===== config.mk =====
export PLATFORM = sky130hd
export DESIGN_NAME = dz_rx_scanner
export DESIGN_NICKNAME = d
export VERILOG_FILES = /design/src/rtl/dz_rx_scanner.sv
export SDC_FILE = /design/constraint.sdc
export NUM_CORES = 1
export LEC_CHECK = 0
export BUFFER_PORTS_ARGS = -buffer_cell sky130_fd_sc_hd__buf_2
export CORE_MARGIN = 2
export CORE_UTILIZATION = 44
export CTS_BUF_LIST = sky130_fd_sc_hd__clkbuf_2 sky130_fd_sc_hd__clkbuf_4 sky130_fd_sc_hd__clkbuf_8
export DETAILED_ROUTE_END_ITERATION = 10
export PLACE_DENSITY_LB_ADDON = 0.2
export SYNTH_ARGS = -nofsm -noshare
export SYNTH_HDL_FRONTEND = slang
export SYNTH_SLANG_ARGS = --single-unit

===== constraint.sdc =====
create_clock -name clk -period 2.2 [get_ports clk]
set_input_delay 0.11 -clock clk [delete_from_list [all_inputs] [get_ports clk]]
set_output_delay 0.11 -clock clk [all_outputs]
set_load 0.01 [all_outputs]

===== src/rtl/dz_rx_scanner.sv =====
// DZ-11 receive scanner: polls eight UART receivers round-robin and pushes
// each received character into the receive SILO as {line, char}.
module dz_rx_scanner (
    input  logic        clk,
    input  logic        rst,
    input  logic        clken,
    input  logic        clr,
    input  logic        mse,
    input  logic [7:0]  rxena,
    input  logic [7:0]  rxfull,
    input  logic [63:0] rxdata,
    output logic [7:0]  rxclr,
    output logic [10:0] fifo_din,
    output logic        fifo_wr,
    output logic [7:0]  lost
);

    localparam logic [1:0] ST_SCAN = 2'd0;
    localparam logic [1:0] ST_PUSH = 2'd1;
    localparam logic [1:0] ST_HOLD = 2'd2;

    logic [1:0] state;
    logic [2:0] ptr;
    logic [1:0] hold_cnt;
    logic [7:0] cur_char;

    assign cur_char = rxdata[{ptr, 3'b000} +: 8];

    always_ff @(posedge clk or posedge rst) begin
        if (rst) begin
            state    <= ST_SCAN;
            ptr      <= '0;
            hold_cnt <= '0;
            rxclr    <= '0;
            fifo_din <= '0;
            fifo_wr  <= 1'b0;
            lost     <= '0;
        end else if (clr) begin
            state    <= ST_SCAN;
            ptr      <= '0;
            hold_cnt <= '0;
            rxclr    <= '0;
            fifo_wr  <= 1'b0;
            lost     <= '0;
        end else if (clken) begin
            case (state)
                ST_SCAN: begin
                    if (mse) begin
                        if (rxfull[ptr]) begin
                            rxclr      <= '0;
                            rxclr[ptr] <= 1'b1;
                            if (rxena[ptr]) begin
                                fifo_din <= {ptr, cur_char};
                                fifo_wr  <= 1'b1;
                            end else if (lost != '1) begin
                                lost <= lost + 8'd1;
                            end
                            state <= ST_PUSH;
                        end else begin
                            ptr <= ptr + 3'd1;
                        end
                    end
                end
                ST_PUSH: begin
                    fifo_wr  <= 1'b0;
                    rxclr    <= '0;
                    hold_cnt <= '0;
                    state    <= ST_HOLD;
                end
                ST_HOLD: begin
                    // Fourth HOLD tick leaves regardless, so a stuck UART cannot starve the rest
                    if (!rxfull[ptr] || hold_cnt == 2'd3) begin
                        ptr   <= ptr + 3'd1;
                        state <= ST_SCAN;
                    end else begin
                        hold_cnt <= hold_cnt + 2'd1;
                    end
                end
                default: state <= ST_SCAN;
            endcase
        end
    end

endmodule


==> impl_metrics.prom, run 1 <==
# TYPE chip_impl_metric gauge
chip_impl_info{name="run_status",value="finished, final reports clean"} 1
chip_impl_metric{name="fin_crit",unit="ns"} 2.11
chip_impl_metric{name="post_synth_edffs",unit=""} 0
chip_impl_metric{name="wl",unit="mm"} 6.55
chip_impl_info{name="clock-root-buffer",value="sky130_fd_sc_hd__clkbuf_8"} 1
chip_impl_metric{name="layout_worst_path_cycle_share",unit="%"} 95.9
chip_impl_metric{name="vias",unit=""} 2297
chip_impl_metric{name="drive_above_1_share",unit="%"} 53.3
chip_impl_metric{name="final-instance-count-excl-fill",unit=""} 434
chip_impl_metric{name="layout.nets",unit=""} 449
chip_impl_metric{name="number_of_global_route_vias_before_repair",unit=""} 2183
chip_impl_metric{name="postLayoutCellArea",unit="um^2"} 3320
chip_impl_metric{name="cellPowerDensity",unit="nW/um^2"} 557
chip_impl_metric{name="slew_viol_final",unit=""} 0
chip_impl_metric{name="ys_seq_area_share",unit="%"} 35.8
chip_impl_metric{name="num_rows",unit=""} 27
chip_impl_metric{name="drtIter0Drc",unit=""} 54
chip_impl_metric{name="grt_util_met2",unit="%"} 37.0
chip_impl_metric{name="final_weighted_congestion_in_routability_driven_placement",unit=""} 0.875
chip_impl_info{name="endpoint_kind",value="register"} 1
chip_impl_metric{name="antenna_violating_nets_left",unit=""} 0
chip_impl_metric{name="area_of_the_die",unit="um^2"} 6170
chip_impl_metric{name="io-pin-count",unit=""} 113
chip_impl_metric{name="die_w",unit="um"} 78.6
chip_impl_metric{name="clock_sink_count",unit=""} 35
chip_impl_metric{name="drt-wirelength-per-cell",unit="um"} 15.1
chip_impl_metric{name="htreeDepth",unit=""} 2
chip_impl_metric{name="power_leakage",unit="nW"} 1.62
chip_impl_metric{name="global_route.usage.met1",unit="%"} 26.6
chip_impl_metric{name="grt_remaining_overflow",unit=""} 0
chip_impl_metric{name="core_area",unit="um^2"} 5440
chip_impl_metric{name="tightestPinTransition",unit="ns"} 0.442
chip_impl_metric{name="drt-pass1-iter-count",unit=""} 4
chip_impl_info{name="layout.cells.most_common",value="sky130_fd_sc_hd__buf_2"} 1
chip_impl_metric{name="grt_use_total",unit="%"} 21.3
chip_impl_metric{name="grt_first_pass_wirelength",unit="mm"} 10.3
chip_impl_info{name="worst_setup_path_start_kind",value="register"} 1
chip_impl_metric{name="cts.path.max_buffers",unit=""} 2
chip_impl_metric{name="synth_cell_type_count",unit=""} 46
chip_impl_metric{name="mappedNetlistArea",unit="um^2"} 2450
chip_impl_metric{name="antenna-diode-count",unit=""} 0
chip_impl_metric{name="timing.critical_path.required",unit="ns"} 2.37
chip_impl_info{name="postSynth.topFlopCell",value="sky130_fd_sc_hd__dfrtp_1"} 1
chip_impl_metric{name="synth.yosys.warnings",unit=""} 0
chip_impl_metric{name="grt_util_met3",unit="%"} 5.06
chip_impl_metric{name="worst-path-max-fanout",unit=""} 12
chip_impl_info{name="setup.worst_path.class",value="register to register"} 1
chip_impl_metric{name="synth.net_count",unit=""} 319
chip_impl_metric{name="fin_worst_skew",unit="ns"} 0.00361
chip_impl_metric{name="floorplan.initialDensity",unit="%"} 45.0
chip_impl_metric{name="post_dp_cell_area",unit="um^2"} 3200
chip_impl_metric{name="slew_headroom",unit="%"} 70.5
chip_impl_metric{name="areaGrowthSynthToFinish",unit="%"} 35.5
chip_impl_info{name="unrepaired_setup_endpoints_after_global_routing",value="no"} 1
chip_impl_metric{name="insertion_delay",unit="ns"} 0.29
chip_impl_info{name="worstHoldPathType",value="input pin to register"} 1
chip_impl_metric{name="port-buffer-count",unit=""} 112
chip_impl_metric{name="synth-seq-cells",unit=""} 35
chip_impl_metric{name="cp.arrival",unit="ns"} 2.28
chip_impl_metric{name="finalSetupViolCount",unit=""} 0
chip_impl_info{name="busiest_layer",value="met2"} 1
chip_impl_metric{name="placed_cells",unit=""} 425
chip_impl_metric{name="syn-instance-count",unit=""} 231
chip_impl_metric{name="postSynthAreaPerCell",unit="um^2"} 10.6
chip_impl_metric{name="ir_drop",unit="uV"} 323
chip_impl_info{name="mostFrequentLayoutCells",value="sky130_fd_sc_hd__buf_2 (112), sky130_fd_sc_hd__dfrtp_1 (34), sky130_fd_sc_hd__nor2_1 (25)"} 1
chip_impl_metric{name="hold_viol_final",unit=""} 0
chip_impl_metric{name="largest_net_degree_at_the_start_of_global_routing",unit=""} 36
chip_impl_metric{name="post_cts_clock_slew_at_the_launch_and_capture_registers_of_the_worst_setup_and_hold_paths",unit="ns"} 0.07
chip_impl_metric{name="routed_via_density",unit=""} 5.29
chip_impl_metric{name="clock.fmax",unit="MHz"} 474
chip_impl_metric{name="synth-async-reset-ratio",unit="%"} 100
chip_impl_metric{name="maxcap_viol_count",unit=""} 0
chip_impl_metric{name="antenna_violations_before_repair",unit=""} 0
chip_impl_info{name="tritoncts",value="built"} 1
chip_impl_metric{name="dpl.hpwl",unit="mm"} 5.24
chip_impl_metric{name="tritoncts.num_buffers",unit=""} 5
chip_impl_metric{name="post-route-drc-count",unit=""} 0
chip_impl_metric{name="die_height",unit="um"} 78.6
## final cells by class
cell class | count | area, um^2
multi-input cells | 177 | 1480
fillers | 485 | 2120
repair buffers | 136 | 743
clock buffers | 8 | 104
well taps | 72 | 90.1
flip-flops and latches | 35 | 877
inverters | 6 | 22.5
## what timing repair did
action                                  CTS  global route
buffers inserted                          0             0
endpoints found under the setup margin    0            14
resized for setup                         0             2
endpoints found under the hold margin    35             0
hold buffers                              1             0
## cell usage after synthesis, types with 6 or more instances
cell type,n,area share (%)
sky130_fd_sc_hd__xnor2_1,7,2.5
sky130_fd_sc_hd__nand2_1,17,2.6
sky130_fd_sc_hd__nor2b_1,6,1.5
sky130_fd_sc_hd__a21oi_1,9,1.8
sky130_fd_sc_hd__mux4_2,9,8.3
sky130_fd_sc_hd__mux2_2,23,11
sky130_fd_sc_hd__clkbuf_1,8,1.2
sky130_fd_sc_hd__mux2i_1,8,3.3
sky130_fd_sc_hd__mux2_4,9,5.5
sky130_fd_sc_hd__nor2_1,25,3.8
sky130_fd_sc_hd__nor3_1,6,1.2
sky130_fd_sc_hd__dfrtp_1,35,36
## logic make-up (layout without fill, tap and decap cells)
family,Yosys count,count (layout),share of synthesized area (%)
compound gates,39,39,12.4
xor+xnor,7,7,2.51
fa+ha+maj,3,3,1.53
buf+inv,19,150,3.94
flops,35,35,35.8
mux,49,49,27.7
simple gates,79,79,16.2
## critical path, stage by stage (launching register included)
cell	delay, ns
sky130_fd_sc_hd__dfrtp_1	0.38
sky130_fd_sc_hd__buf_4	0.18
sky130_fd_sc_hd__mux2_2	0.24
sky130_fd_sc_hd__o22ai_1	0.08
sky130_fd_sc_hd__nor3_2	0.19
sky130_fd_sc_hd__a21oi_1	0.09
sky130_fd_sc_hd__or3b_4	0.50
sky130_fd_sc_hd__mux2_4	0.33
## flip-flops by register name, indices dropped and copies added, names as in the netlist
| register | cells |
|---|---|
| fifo_din | 11 |
| lost | 8 |
| rxclr | 8 |
| ptr | 3 |
| hold_cnt | 2 |
| state | 2 |
| fifo_wr | 1 |
## power by group
| part | internal, mW | switching, mW |
|---|---|---|
| Clock | 0.298 | 0.229 |
| Combinational | 0.310 | 0.246 |
| Sequential | 0.719 | 0.0470 |
## metal layers
metal  vias to the layer above  wire length (um)
met5                         -                 0
met4                         0                60
met3                         6               442
met2                        92              3200
met1                      1085              2840
li1                       1114                 -
## path summary, 6_finish.rpt
kind | startpoint | end | slack, ns | cells past startpoint
max in group asynchronous | rst | ptr[2] | 1.41 | 4
setup / recovery | ptr[0] | fifo_din[5] | 0.09 | 7
setup reg to reg | ptr[0] | fifo_din[5] | 0.09 | 7
hold / removal | clr | lost[2] | 0.14 | 2
hold reg to reg | fifo_din[7] | fifo_din[7] | 0.50 | 1
min in group asynchronous | rst | fifo_din[8] | 0.46 | 4
## metrics by stage
step / total power [mW] / util (%) / setup TNS (ns) / worst slack (ns) / hold slack [ns]
floorplan: 1.10 / - / -0.487 / -0.0608 / 0.264
global route: 1.95 / 61.0 / 0 / 0.000270 / 0.140
detailed placement: 1.34 / 58.8 / 0 / 0.0721 / 0.238
finish: 1.85 / 61.0 / 0 / 0.0897 / 0.139
global placement: 1.33 / 58.8 / 0 / 0.126 / 0.239
CTS: 1.87 / 60.9 / 0 / 0.0639 / 0.134
Power figures use the tool's default switching activity.
==> inputs of run 2 (changes only) <==
Settings changed: CORE_UTILIZATION 44 to 30.
==> run 2 against run 1 <==
Largest power group unchanged. Global-route usage is 5.0 points lower. Utilization is 16 points lower. Non-clock buffer count grew 6. Routed wire length up 15%. Sequential power shrank 0.5%. Highest routed layer unchanged. Fmax is 0.59% lower. Total power is 12% higher.
==> impl_metrics.prom, run 2 (synthesis gave the netlist of run 1 again) <==
# TYPE chip_impl_metric gauge
chip_impl_info{name="run_status",value="finished, final reports clean"} 1
chip_impl_metric{name="power_leakage",unit="nW"} 1.68
chip_impl_metric{name="routed_via_density",unit=""} 4.98
chip_impl_metric{name="final_weighted_congestion_in_routability_driven_placement",unit=""} 0.768
chip_impl_metric{name="finalWorstSetupSlack",unit="ns"} 0.0772
chip_impl_metric{name="drive_above_1_share",unit="%"} 55.6
chip_impl_metric{name="fin_crit",unit="ns"} 2.12
chip_impl_metric{name="port-buffer-count",unit=""} 112
chip_impl_metric{name="placed_cells",unit=""} 454
chip_impl_metric{name="layout_worst_path_cycle_share",unit="%"} 96.5
chip_impl_info{name="layout_top_registers",value="fifo_din x11, lost x8, rxclr x8"} 1
chip_impl_metric{name="die_height",unit="um"} 94.3
chip_impl_metric{name="drt-wirelength-per-cell",unit="um"} 16.0
chip_impl_metric{name="vias",unit=""} 2345
chip_impl_info{name="worst_setup_path_start_kind",value="register"} 1
chip_impl_metric{name="cp.arrival",unit="ns"} 2.29
chip_impl_metric{name="antenna-diode-count",unit=""} 0
chip_impl_metric{name="post-route-util",unit="%"} 44.9
chip_impl_metric{name="maxcap_viol_count",unit=""} 0
chip_impl_metric{name="floorplan.initialDensity",unit="%"} 31.3
chip_impl_metric{name="htreeDepth",unit=""} 2
chip_impl_metric{name="grt_first_pass_wirelength",unit="mm"} 11.3
chip_impl_info{name="layout.cells.most_common",value="sky130_fd_sc_hd__buf_2"} 1
chip_impl_metric{name="fin_tns_setup",unit="ns"} 0
chip_impl_metric{name="worst-path-max-fanout",unit=""} 6
chip_impl_metric{name="hold_crit_depth",unit=""} 2
chip_impl_metric{name="ir_drop",unit="uV"} 306
chip_impl_metric{name="max_ffs_per_register",unit=""} 11
chip_impl_metric{name="antenna_violations_before_repair",unit=""} 0
chip_impl_metric{name="post-route-drc-count",unit=""} 0
chip_impl_metric{name="core_area",unit="um^2"} 7810
chip_impl_metric{name="area_of_the_die",unit="um^2"} 8900
chip_impl_metric{name="dpl.hpwl",unit="mm"} 5.73
chip_impl_metric{name="cts.path.max_buffers",unit=""} 2
chip_impl_metric{name="postLayoutCellArea",unit="um^2"} 3500
chip_impl_metric{name="hold-worst-slack",unit="ns"} 0.158
chip_impl_metric{name="post_dp_cell_area",unit="um^2"} 3240
chip_impl_metric{name="layout.nets",unit=""} 456
chip_impl_metric{name="post-layout-total-power",unit="mW"} 2.07
chip_impl_metric{name="wl",unit="mm"} 7.55
chip_impl_metric{name="drt-pass1-iter-count",unit=""} 4
chip_impl_metric{name="slew_viol_final",unit=""} 0
chip_impl_info{name="mostFrequentLayoutCells",value="sky130_fd_sc_hd__buf_2 (112), sky130_fd_sc_hd__dfrtp_1 (32), sky130_fd_sc_hd__buf_4 (26)"} 1
chip_impl_metric{name="placement.setup.worst_slack",unit="ns"} 0.0203
chip_impl_info{name="setup.worst_path.class",value="register to register"} 1
chip_impl_metric{name="largest_net_degree_at_the_start_of_global_routing",unit=""} 36
chip_impl_info{name="endpoint_kind",value="register"} 1
chip_impl_info{name="tritoncts",value="built"} 1
chip_impl_metric{name="final-instance-count-excl-fill",unit=""} 471
chip_impl_metric{name="insertion_delay",unit="ns"} 0.29
chip_impl_metric{name="drtIter0Drc",unit=""} 96
chip_impl_metric{name="hold_viol_final",unit=""} 0
chip_impl_info{name="largest_register",value="fifo_din"} 1
chip_impl_metric{name="tightestPinTransition",unit="ns"} 0.470
chip_impl_metric{name="tritoncts.num_buffers",unit=""} 5
chip_impl_metric{name="slew_headroom",unit="%"} 68.6
chip_impl_metric{name="ff2ff_path_depth",unit=""} 7
chip_impl_metric{name="fin_worst_skew",unit="ns"} 0.00745
chip_impl_metric{name="clock_sink_count",unit=""} 35
chip_impl_info{name="worstHoldPathType",value="input pin to register"} 1
chip_impl_metric{name="io-pin-count",unit=""} 113
chip_impl_metric{name="grt_remaining_overflow",unit=""} 0
chip_impl_metric{name="timing.reg2reg.setup_slack",unit="ns"} 0.08
chip_impl_metric{name="timing.critical_path.required",unit="ns"} 2.37
chip_impl_metric{name="clock.fmax",unit="MHz"} 471
chip_impl_metric{name="finalSetupViolCount",unit=""} 0
chip_impl_info{name="clock-root-buffer",value="sky130_fd_sc_hd__clkbuf_8"} 1
chip_impl_metric{name="grt_use_total",unit="%"} 16.3
chip_impl_metric{name="number_of_global_route_vias_before_repair",unit=""} 2244
chip_impl_info{name="unrepaired_setup_endpoints_after_global_routing",value="no"} 1
chip_impl_metric{name="cellPowerDensity",unit="nW/um^2"} 592
chip_impl_metric{name="num_rows",unit=""} 32
chip_impl_metric{name="post_cts_clock_slew_at_the_launch_and_capture_registers_of_the_worst_setup_and_hold_paths",unit="ns"} 0.08
chip_impl_metric{name="die_w",unit="um"} 94.3
chip_impl_metric{name="areaGrowthSynthToFinish",unit="%"} 43.1
chip_impl_metric{name="antenna_violating_nets_left",unit=""} 0
-- run 2: changes by cell type in the layout (fill, tap and decap cells not counted), sizes merged --
cell	change
bufinv	+2
buf	+5
or3b	+1
clkbuf	-1
-- run 2: report_power, final --
group	leakage, nW	internal [mW]	switching [mW]
Combinational	1.15	0.335	0.269
Clock	0.0688	0.466	0.241
Sequential	0.463	0.719	0.0435
-- run 2: layer usage --
| metal | wire length (um) | global-route usage (%) | up-vias | part of all wire [%] |
|---|---|---|---|---|
| li1 | - | - | 1130 | - |
| met1 | 3270 | 20.2 | 1112 | 43 |
| met2 | 3480 | 27.5 | 98 | 46 |
| met3 | 745 | 5.38 | 5 | 9.9 |
| met4 | 53 | 3.74 | 0 | 0.70 |
| met5 | 0 | 0 | - | 0 |
-- run 2: path summary, 6_finish.rpt --
| check | start | to |
|---|---|---|
| min reg2reg | fifo_din[9] | fifo_din[9] |
| min in group asynchronous | rst | rxclr[0] |
| max | ptr[0] | fifo_din[6] |
| max in group asynchronous | rst | ptr[0] |
| min | clr | lost[5] |
| max reg2reg | ptr[0] | fifo_din[6] |
-- run 2: critical path: stages, from the launching register on --
cell and delay [ns]:
sky130_fd_sc_hd__dfrtp_2 0.43, sky130_fd_sc_hd__buf_12 0.14, sky130_fd_sc_hd__mux2_4 0.21, sky130_fd_sc_hd__a2bb2oi_4 0.18, sky130_fd_sc_hd__nand2_4 0.08, sky130_fd_sc_hd__a21oi_4 0.14, sky130_fd_sc_hd__or3b_4 0.48, sky130_fd_sc_hd__mux2_4 0.33
-- run 2: area by class of cell --
cell class / instances / area (um^2)
flip-flops and latches: 35 / 880
multi-input cells: 178 / 1510
repair buffers: 142 / 822
fillers: 780 / 4310
inverters: 6 / 22.5
clock inverters: 2 / 60.1
clock buffers: 6 / 76.3
well taps: 102 / 128
-- run 2: repair_timing --
item,4_1_cts,5_1_grt
hold buffers,1,0
resized for setup,0,10
endpoints found under the hold margin,35,0
setup endpoints to repair,0,16
setup buffers,0,6
==> inputs of run 3 (changes only) <==
Settings changed: ABC_AREA from default to 1.
==> run 3 against run 2 <==
Register-to-register slack improved by 0.23 ns. Cell count rose by 27%. Non-clock buffer count is 18 lower. Largest cell class unchanged. Sequential share of layout area grew 0.82 points. Combinational power rose to 3.2 times the previous value. Sequential cell count is the same. Largest power group is now combinational logic. Die area grew 6.2%. Critical path depth is 3 higher. Count of clock-buffer cells in the layout unchanged. Highest routed layer unchanged. Total power grew 71%. Worst hold slack better by 0.025 ns. Via count rose by 26%.
==> impl_metrics.prom, run 3 <==
# TYPE chip_impl_metric gauge
chip_impl_metric{name="area_of_the_die",unit="um^2"} 9440
chip_impl_metric{name="internal_power",unit="mW"} 1.85
chip_impl_metric{name="drive_above_1_share",unit="%"} 31.4
chip_impl_metric{name="wl",unit="mm"} 8.30
chip_impl_metric{name="power.net_switching",unit="mW"} 1.70
chip_impl_metric{name="postSynthAreaPerCell",unit="um^2"} 6.84
chip_impl_metric{name="drt-wirelength-per-cell",unit="um"} 13.9
chip_impl_metric{name="drt-pass1-iter-count",unit=""} 4
chip_impl_info{name="synthTopCellsByArea",value="sky130_fd_sc_hd__dfrtp_1 (34%), sky130_fd_sc_hd__nand2_1 (18%), sky130_fd_sc_hd__nand3_1 (10%)"} 1
chip_impl_metric{name="post-route-drc-count",unit=""} 0
chip_impl_metric{name="number_of_global_route_vias_before_repair",unit=""} 2831
chip_impl_metric{name="post_synth_edffs",unit=""} 0
chip_impl_metric{name="antenna_violating_nets_left",unit=""} 0
chip_impl_metric{name="combinationalPowerShare",unit="%"} 54.5
chip_impl_metric{name="hold-worst-slack",unit="ns"} 0.183
chip_impl_metric{name="fin_worst_skew",unit="ns"} 0.00667
chip_impl_metric{name="vias",unit=""} 2953
chip_impl_info{name="layout_top_registers",value="fifo_din x11, lost x8, rxclr x8"} 1
chip_impl_metric{name="post_cts_resize_count",unit=""} 0
chip_impl_metric{name="routed_via_density",unit=""} 4.95
chip_impl_metric{name="fin_tns_setup",unit="ns"} 0
chip_impl_metric{name="antenna_violations_before_repair",unit=""} 0
chip_impl_metric{name="die_w",unit="um"} 97.2
chip_impl_info{name="layout.cells.most_common",value="sky130_fd_sc_hd__nand2_1"} 1
chip_impl_metric{name="layout_worst_path_cycle_share",unit="%"} 86.0
chip_impl_metric{name="insertion_delay",unit="ns"} 0.29
chip_impl_info{name="mostFrequentLayoutCells",value="sky130_fd_sc_hd__nand2_1 (124), sky130_fd_sc_hd__buf_2 (112), sky130_fd_sc_hd__nand3_1 (52)"} 1
chip_impl_metric{name="synth-seq-cells",unit=""} 35
chip_impl_metric{name="netSwitchingFraction",unit="%"} 47.8
chip_impl_metric{name="post-synth-top-area-fraction",unit="%"} 33.6
chip_impl_metric{name="finalSetupViolCount",unit=""} 0
chip_impl_metric{name="cp.arrival",unit="ns"} 2.05
chip_impl_info{name="synth_top_cell_by_area",value="sky130_fd_sc_hd__dfrtp_1"} 1
chip_impl_metric{name="power.share.sequential",unit="%"} 28.2
chip_impl_metric{name="max_ffs_per_register",unit=""} 11
chip_impl_metric{name="slew_headroom",unit="%"} 55.7
chip_impl_metric{name="placement.setup.worst_slack",unit="ns"} 0.316
chip_impl_metric{name="post_cts_clock_slew_at_the_launch_and_capture_registers_of_the_worst_setup_and_hold_paths",unit="ns"} 0.08
chip_impl_metric{name="tritoncts.num_buffers",unit=""} 5
chip_impl_metric{name="final_weighted_congestion_in_routability_driven_placement",unit=""} 0.821
chip_impl_metric{name="ir_drop",unit="uV"} 444
chip_impl_info{name="largest_register",value="fifo_din"} 1
chip_impl_metric{name="num_rows",unit=""} 33
chip_impl_info{name="slowest_stage",value="sky130_fd_sc_hd__dfrtp_1"} 1
chip_impl_metric{name="port-buffer-count",unit=""} 112
chip_impl_metric{name="slowest_cell_delay_on_critical_path",unit="ns"} 0.54
chip_impl_metric{name="tightestPinTransition",unit="ns"} 0.664
chip_impl_metric{name="core_area",unit="um^2"} 8300
chip_impl_info{name="cp_cell_sequence",value="buf_4 -> nand2_1 -> nand2_1 -> nand2_1 -> nand2_1 -> nand2_1 -> nor2_4 -> inv_2 -> nand2_1 -> o21ai_0"} 1
chip_impl_metric{name="htreeDepth",unit=""} 2
chip_impl_metric{name="antenna-diode-count",unit=""} 0
chip_impl_metric{name="maxcap_viol_count",unit=""} 0
chip_impl_metric{name="clock.fmax",unit="MHz"} 528
chip_impl_info{name="run_status",value="finished, final reports clean"} 1
chip_impl_info{name="synth.most_common_cell",value="sky130_fd_sc_hd__nand2_1"} 1
chip_impl_metric{name="floorplan.initialDensity",unit="%"} 31.4
chip_impl_info{name="unrepaired_setup_endpoints_after_global_routing",value="no"} 1
chip_impl_metric{name="final-instance-count-excl-fill",unit=""} 596
chip_impl_info{name="setup.worst_path.class",value="register to register"} 1
chip_impl_metric{name="areaGrowthSynthToFinish",unit="%"} 29.6
chip_impl_metric{name="clock_sink_count",unit=""} 35
chip_impl_info{name="worst_setup_path_start_kind",value="register"} 1
chip_impl_metric{name="grt_use_total",unit="%"} 17.8
chip_impl_metric{name="fin_crit",unit="ns"} 1.89
chip_impl_info{name="endpoint_kind",value="register"} 1
chip_impl_metric{name="synth.net_count",unit=""} 469
chip_impl_metric{name="mappedNetlistArea",unit="um^2"} 2600
chip_impl_info{name="yosys-top-cells-count",value="sky130_fd_sc_hd__nand2_1 (124), sky130_fd_sc_hd__nand3_1 (52), sky130_fd_sc_hd__dfrtp_1 (35), sky130_fd_sc_hd__inv_1 (30), sky130_fd_sc_hd__nand4_1 (25)"} 1
chip_impl_metric{name="cellPowerDensity",unit="nW/um^2"} 1050
chip_impl_info{name="clock-root-buffer",value="sky130_fd_sc_hd__clkbuf_8"} 1
chip_impl_info{name="postSynth.topFlopCell",value="sky130_fd_sc_hd__dfrtp_1"} 1
chip_impl_metric{name="dpl.hpwl",unit="mm"} 6.44
chip_impl_metric{name="worst-path-max-fanout",unit=""} 15
chip_impl_info{name="tritoncts",value="built"} 1
chip_impl_metric{name="post-route-util",unit="%"} 40.7
chip_impl_metric{name="post-layout-total-power",unit="mW"} 3.55
chip_impl_metric{name="largest_net_degree_at_the_start_of_global_routing",unit=""} 37
chip_impl_metric{name="drtIter0Drc",unit=""} 104
chip_impl_metric{name="placed_cells",unit=""} 587
chip_impl_metric{name="cts.path.max_buffers",unit=""} 2
chip_impl_metric{name="postLayoutCellArea",unit="um^2"} 3380
chip_impl_metric{name="synth_cell_type_count",unit=""} 31
chip_impl_metric{name="layout.nets",unit=""} 578
chip_impl_metric{name="timing.critical_path.required",unit="ns"} 2.36
chip_impl_metric{name="io-pin-count",unit=""} 113
chip_impl_metric{name="syn-instance-count",unit=""} 381
chip_impl_metric{name="grt_remaining_overflow",unit=""} 0
chip_impl_metric{name="ys_seq_area_share",unit="%"} 33.6
chip_impl_metric{name="finalWorstSetupSlack",unit="ns"} 0.307
chip_impl_metric{name="clock_power_share",unit="%"} 17.3
chip_impl_info{name="worstHoldPathType",value="input pin to register"} 1
chip_impl_metric{name="slew_viol_final",unit=""} 0
chip_impl_metric{name="post_dp_cell_area",unit="um^2"} 3250
chip_impl_metric{name="synth-async-reset-ratio",unit="%"} 100
chip_impl_metric{name="die_height",unit="um"} 97.2
chip_impl_metric{name="power_leakage",unit="nW"} 1.83
chip_impl_metric{name="synth.yosys.warnings",unit=""} 0
chip_impl_metric{name="hold_viol_final",unit=""} 0
chip_impl_info{name="critical_path.most_common_cell",value="sky130_fd_sc_hd__nand2_1"} 1
chip_impl_metric{name="grt_first_pass_wirelength",unit="mm"} 13.8
[run 3: cell count changes in the layout (fill, tap and decap cells not counted), moves of 8 or more]
cell                        before  now
sky130_fd_sc_hd__o2111ai_1       0   13
sky130_fd_sc_hd__o21ai_0         4   18
sky130_fd_sc_hd__mux2_4         10    0
sky130_fd_sc_hd__inv_1           5   30
sky130_fd_sc_hd__nand2_1        17  124
sky130_fd_sc_hd__buf_4          26   11
sky130_fd_sc_hd__nand4_1         3   25
sky130_fd_sc_hd__mux4_2          9    0
sky130_fd_sc_hd__o21ai_2         0    9
sky130_fd_sc_hd__mux2_2         22    0
sky130_fd_sc_hd__mux2i_1         8    0
sky130_fd_sc_hd__nor2_1         25   15
sky130_fd_sc_hd__nand3_1         5   52
[run 3: power by group through the flow]
stage                     Clock [mW]  Combinational [mW]  Sequential, mW
after floorplan                    0                1.34            1.02
after global placement             0                1.94           0.998
after detailed placement           0                1.94            1.01
after CTS                      0.626                1.95           0.998
after global routing           0.659                2.17            1.03
final                          0.613                1.93            1.00
[run 3: cell type report]
class | instances | area (um^2)
Timing Repair Buffer | 124 | 653
Tap cell | 105 | 131
Clock inverter | 2 | 35.0
Multi-Input combinational cell | 289 | 1470
Inverter | 35 | 131
Fill cell | 914 | 4920
Sequential cell | 35 | 876
Clock buffer | 6 | 82.6
[run 3: critical path: cells and delay by family (launching register included)]
kind                   cells  cell delay [ns]
and+or+nand+nor            7             0.73
DFF                        1             0.54
buffers and inverters      2             0.42
AOI/OAI and AO/OA          1             0.07
[run 3: path summary, 6_finish.rpt]
kind                              from           to  slack, ns  depth (start not counted)
min in group asynchronous          rst      lost[2]       0.47                          4
min reg2reg                fifo_din[4]  fifo_din[4]       0.47                          2
max in group asynchronous          rst  fifo_din[8]       1.40                          4
min                          rxdata[7]  fifo_din[7]       0.18                          5
max                             ptr[1]  fifo_din[8]       0.31                         10
max reg2reg                     ptr[1]  fifo_din[8]       0.31                         10
[run 3: cell families (layout without fill, tap and decap cells)]
| kind of cell | after synthesis | after routing | synth area share [%] |
|---|---|---|---|
| flip-flops | 35 | 35 | 33.6 |
| buffers and inverters | 57 | 167 | 10.0 |
| adder cells (fa/ha/maj) | 3 | 3 | 1.44 |
| AND/OR/NAND/NOR | 232 | 232 | 40.8 |
| AO/OA/AOI/OAI | 51 | 51 | 13.1 |
| XOR/XNOR | 3 | 3 | 1.01 |
[run 3: what timing repair did]
item                      4_1_cts  5_1_grt
setup buffers                   0        0
hold endpoints to repair       35        0
hold buffers                    1        0
[run 3: metal layers]
| metal | GRT usage, % | vias up | wire (um) |
|---|---|---|---|
| met4 | 5.96 | 0 | 182 |
| met1 | 22.9 | 1323 | 3710 |
| li1 | - | 1502 | - |
| met2 | 29.6 | 116 | 3900 |
| met3 | 3.88 | 12 | 509 |
| met5 | 0 | - | 0 |
